[src/rtl/counter_pkg.sv]
`default_nettype none
// ============================================================================
// counter_pkg : shared types and constants for the counter run controller
// Revision    : 1.0
// ============================================================================
package counter_pkg;

    typedef enum logic [1:0] {
        S_IDLE = 2'd0,
        S_RUN  = 2'd1,
        S_HOLD = 2'd2,
        S_DONE = 2'd3
    } state_e;

    localparam logic DIR_UP   = 1'b1;
    localparam logic DIR_DOWN = 1'b0;

endpackage : counter_pkg
`default_nettype wire

[src/rtl/syn_up_down_counter_bv.sv]
`default_nettype none
// ============================================================================
// syn_up_down_counter_bv : BITS-wide loadable up/down counter, load beats enable
// Revision               : 1.0
// ============================================================================
module syn_up_down_counter_bv
    import counter_pkg::*;
#(
    parameter int BITS = 5
) (
    input  logic            clk,
    input  logic            reset_n,
    input  logic            load,
    input  logic [BITS-1:0] load_val,
    input  logic            en,
    input  logic            dir,
    output logic [BITS-1:0] Q
);

    localparam logic [BITS-1:0] C_ONE = {{(BITS-1){1'b0}}, 1'b1};

    logic [BITS-1:0] cnt_q;
    logic [BITS-1:0] cnt_d;

    always_comb begin
        cnt_d = cnt_q;
        if (load) begin
            cnt_d = load_val;
        end else if (en) begin
            cnt_d = (dir == DIR_UP) ? (cnt_q + C_ONE) : (cnt_q - C_ONE);
        end
    end

    always_ff @(posedge clk or negedge reset_n) begin
        if (!reset_n) begin
            cnt_q <= '0;
        end else begin
            cnt_q <= cnt_d;
        end
    end

    assign Q = cnt_q;

endmodule : syn_up_down_counter_bv
`default_nettype wire

[src/rtl/syn_counter_ctrl.sv]
`default_nettype none
// ============================================================================
// syn_counter_ctrl : run controller (start/pause/abort/auto-reload) for a counter
// Revision         : 1.0
// ============================================================================
module syn_counter_ctrl
    import counter_pkg::*;
#(
    parameter int BITS        = 5,
    parameter bit AUTO_RELOAD = 1'b0
) (
    input  logic            clk,
    input  logic            reset_n,
    input  logic            start,
    input  logic            dir,
    input  logic [BITS-1:0] start_val,
    input  logic [BITS-1:0] end_val,
    input  logic            pause,
    input  logic            abort,
    output logic [BITS-1:0] Q,
    output logic            busy,
    output logic            done
);

    localparam logic [BITS-1:0] C_ONE = {{(BITS-1){1'b0}}, 1'b1};

    state_e          state_q, state_d;
    logic            dir_q, dir_d;
    logic [BITS-1:0] start_q, start_d;
    logic [BITS-1:0] end_q, end_d;

    logic            cnt_load;
    logic [BITS-1:0] cnt_load_val;
    logic            cnt_en;
    logic [BITS-1:0] cnt_next;

    // Terminal detection looks at the value the counter is about to take,
    // so DONE is entered on the same edge that Q reaches the end value.
    assign cnt_next = (dir_q == DIR_UP) ? (Q + C_ONE) : (Q - C_ONE);

    always_comb begin
        state_d      = state_q;
        dir_d        = dir_q;
        start_d      = start_q;
        end_d        = end_q;
        cnt_load     = 1'b0;
        cnt_load_val = start_q;
        cnt_en       = 1'b0;

        case (state_q)
            S_IDLE: begin
                if (start && !abort) begin
                    dir_d        = dir;
                    start_d      = start_val;
                    end_d        = end_val;
                    cnt_load     = 1'b1;
                    cnt_load_val = start_val;
                    state_d      = (start_val == end_val) ? S_DONE : S_RUN;
                end
            end
            S_RUN: begin
                if (abort) begin
                    state_d = S_IDLE;
                end else if (pause) begin
                    state_d = S_HOLD;
                end else begin
                    cnt_en = 1'b1;
                    if (cnt_next == end_q) begin
                        state_d = S_DONE;
                    end
                end
            end
            S_HOLD: begin
                if (abort) begin
                    state_d = S_IDLE;
                end else if (!pause) begin
                    state_d = S_RUN;
                end
            end
            S_DONE: begin
                if (!AUTO_RELOAD || abort) begin
                    state_d = S_IDLE;
                end else begin
                    cnt_load = 1'b1;
                    state_d  = (start_q == end_q) ? S_DONE : S_RUN;
                end
            end
            default: begin
                state_d = S_IDLE;
            end
        endcase
    end

    always_ff @(posedge clk or negedge reset_n) begin
        if (!reset_n) begin
            state_q <= S_IDLE;
            dir_q   <= DIR_UP;
            start_q <= '0;
            end_q   <= '0;
        end else begin
            state_q <= state_d;
            dir_q   <= dir_d;
            start_q <= start_d;
            end_q   <= end_d;
        end
    end

    syn_up_down_counter_bv #(
        .BITS (BITS)
    ) u_counter (
        .clk      (clk),
        .reset_n  (reset_n),
        .load     (cnt_load),
        .load_val (cnt_load_val),
        .en       (cnt_en),
        .dir      (dir_q),
        .Q        (Q)
    );

    assign busy = (state_q != S_IDLE);
    assign done = (state_q == S_DONE);

endmodule : syn_counter_ctrl
`default_nettype wire

[config.mk]
export PLATFORM = sky130hd
export DESIGN_NAME = syn_counter_ctrl
export DESIGN_NICKNAME = d
export VERILOG_FILES = /design/src/rtl/counter_pkg.sv /design/src/rtl/syn_up_down_counter_bv.sv /design/src/rtl/syn_counter_ctrl.sv
export SDC_FILE = /design/constraint.sdc
export NUM_CORES = 1
export LEC_CHECK = 0
export BUFFER_PORTS_ARGS = -buffer_cell sky130_fd_sc_hd__buf_4
export CORE_MARGIN = 4
export CORE_UTILIZATION = 40
export CTS_CLUSTER_DIAMETER = 50
export DETAILED_ROUTE_END_ITERATION = 8
export GPL_TIMING_DRIVEN = 1
export SLEW_MARGIN = 20
export SYNTH_ARGS = -nofsm -noshare
export SYNTH_HDL_FRONTEND = slang
export SYNTH_HIERARCHICAL = 1
export SYNTH_SLANG_ARGS = --single-unit
[constraint.sdc]
create_clock -name clk -period 2.45 [get_ports clk]
set_input_delay 0.49 -clock clk [delete_from_list [all_inputs] [get_ports clk]]
set_output_delay 0.49 -clock clk [all_outputs]
set_load 0.01 [all_outputs]
==> results.py <==
metrics = {
    "clock_tree": {
        "cts_tree": "yes",
        "post_cts_buffers": 0,
        "path_clk_slew_ps": 110,
        "cts-htree-levels": 1,
        "holdBufCountCts": 0,
        "cts_resized": 0,
        "cts.sinks": 18,
        "numCtsBuffers": 3,
        "root_buffer": "clkbuf_4",
        "clockBufferDepth": 2,
        "clock_latency_ps": 290,
    },
    "grt": {
        "antenna_found_initial": 0,
        "first_global_vias": 988,
        "grt_max_degree": 19,
        "grt_overflow_total": 0,
        "groute.usage.overall_pct": 13.63,
        "grt_pass1_wl_mm": 4.422,
    },
    "yosys": {
        "synth_flop_cell": "dfrtp_1",
        "yosysWarnings": 6,
        "synth-async-reset-ratio_pct": 100.0,
        "syn_nets": 138,
        "synth_edf_count": 0,
        "synth.distinct_cells": 38,
        "seq_area_frac_synth_pct": 36.03,
        "ys_ff_latch": 18,
        "synthesis.instances": 114,
        "netlist_area_um2": 1254,
        "syn-mean-instance-area_um2": 11.00,
    },
    "worst_setup_path": {
        "crit_arrival_ps": 2240,
        "crit_path_start": "dir_q",
        "required_ps": 2660,
        "crit_type": "register to register",
        "critPathLaunchType": "register",
        "crit_path_max_fanout": 6,
        "reg2reg_from": "dir_q",
        "endpoint_kind": "register",
    },
    "placement": {
        "dp_hpwl_mm": 1.958,
        "portBuffers": 22,
        "dp_slack_ps": 431.3,
        "place.gp.congestion": 0.7323,
    },
    "power_and_ir_drop": {
        "p_sw_mw": 0.7650,
        "switching_share_pct": 39.78,
        "intPower_mw": 1.158,
        "p_clk_share_pct": 9.4,
        "p_comb_share_pct": 59.7,
        "irDropWorstVdd_mv": 0.4795,
        "pwr_density_cell_nw_per_um2": 1277,
        "p_leak_nw": 0.6699,
        "p_seq_share_pct": 30.9,
    },
    "sta": {
        "fin_skew_ps": 9.740,
        "finalSetupViolations": 0,
        "post-route-period-util_pct": 82.87,
        "timing.final.ws_setup_ps": 419.7,
        "timing.fmax_mhz": 492.5,
        "timing.slew.headroom_pct": 62.85,
        "min_period_ps": 2030,
        "tightest_slew_ps": 549.5,
        "hold_viol_final": 0,
        "rsz0062_at_grt": "no",
        "slew_violations": 0,
        "tns_ps": 0,
    },
    "finish": {
        "fillers": 285,
        "syn2layout_area_growth_pct": 20.06,
        "diodes": 0,
        "fin_nets": 165,
        "layout_common_cells": "buf_4 (25), dfrtp_1 (17), xnor2_1 (11)",
        "mostFrequentLayoutCell": "buf_4",
        "final_layout_size_suffix_gt1_share_pct": 30.00,
    },
    "routing": {
        "detailroute.via_count": 906,
        "drt_iter0_drc": 29,
        "post-route-drc-count": 0,
        "wirelength_mm": 2.506,
        "first_pass_iters": 4,
        "vias_per_cell": 4.924,
        "wl_per_cell_um": 13.62,
        "ant_nets": 0,
    },
    "floorplanning": {
        "dieWidth_um": 63.99,
        "die_y_um": 63.99,
        "core_um2": 3028,
        "num_io_pins": 23,
        "die_area_um2": 4094,
        "start_util_pct": 41.40,
        "rows": 20,
    },
    "job": {
        "max_cap_viol_count": 0,
    },
    "worst_hold_path": {
        "hold_class": "input pin to async pin",
    },
    "outcome": {
        "status": "complete, no violations",
    },
}
-- area by class of cell --
type	count	area [um^2]	area share (%)
tap	44	55.05	3.658
inverter	8	30.03	1.995
timing repair buffer	25	187.7	12.47
clock buffer	4	36.28	2.411
sequential	18	451.7	30.01
multi-input combinational	85	744.5	49.46
-- stage by stage --
step / area [um^2] / hold WS [ps] / std cells / utilization [%] / total power [mW]
6_report: 1505 / 45.74 / 184 / 49.71 / 1.923
5_1_grt: 1505 / 38.84 / 184 / 49.71 / 2.117
4_1_cts: 1505 / 43.21 / 184 / 49.71 / 1.948
3_5_place_dp: 1469 / 376.0 / 180 / 48.51 / 1.762
3_3_place_gp: 1469 / 377.2 / 180 / 48.51 / 1.735
2_1_floorplan: 1254 / 194.4 / 114 / - / 1.471
-- power groups by stage --
stage,sequential (mW),combinational [mW],clock [mW]
after floorplan,0.582,0.889,0
after global placement,0.602,1.13,0
after detailed placement,0.605,1.16,0
after CTS,0.597,1.16,0.189
after global routing,0.623,1.29,0.204
final,0.594,1.15,0.181
-- worst paths after layout --
path	slack, ps	cells past startpoint	to
worst max-delay path	420	7	state_q[1]
worst min-delay path	50	1	u_counter/Q[0]
worst max register to register	420	7	state_q[1]
worst min register to register	500	1	start_q[3]
max in group asynchronous	2150	1	dir_q
min in group clk	380	2	state_q[0]
-- metal layers --
layer | global-route usage (%) | up-vias | wire [um]
met5 | 0 | - | 0
met1 | 18.76 | 436 | 1191
met2 | 21.94 | 16 | 1194
li1 | - | 452 | -
met4 | 1.617 | 0 | 11
met3 | 3.691 | 2 | 109
-- sequential cells by signal, indices dropped and copies added, names as in the netlist --
name / count
dir_q: 1
end_q: 5
start_q: 5
state_q: 2
u_counter/Q: 5
-- logic make-up after synthesis --
| family | synth area share, % |
|---|---|
| AOI/OAI and AO/OA | 10.18 |
| xor gates and xnor gates | 11.18 |
| adders and majority gates | 9.182 |
| buffers and inverters | 4.590 |
| DFF | 36.03 |
| muxes | 13.57 |
| and+or+nand+nor | 15.27 |
-- synth_stat cells (3+ instances only) --
| cell type | number | area share [%] |
|---|---|---|
| nor2_1 | 4 | 1.2 |
| xnor2_1 | 11 | 7.7 |
| mux2_4 | 7 | 8.4 |
| ha_1 | 6 | 6.0 |
| a21oi_1 | 4 | 1.6 |
| xor2_1 | 5 | 3.5 |
| inv_1 | 7 | 2.1 |
| mux2_1 | 4 | 3.6 |
| dfrtp_1 | 17 | 34 |
| nor2b_1 | 3 | 1.5 |
| nand2_1 | 4 | 1.2 |
| nor4b_1 | 4 | 2.8 |
| o21ai_0 | 4 | 1.6 |
-- critical path, stage by stage, from the launching register on --
cell and delay, ps:
dfstp_2 610, inv_1 120, ha_1 340, nor2b_1 140, o21ai_0 210, a21oi_1 100, nand4b_1 190, a221oi_2 240
(Power assumes the default switching activity.)
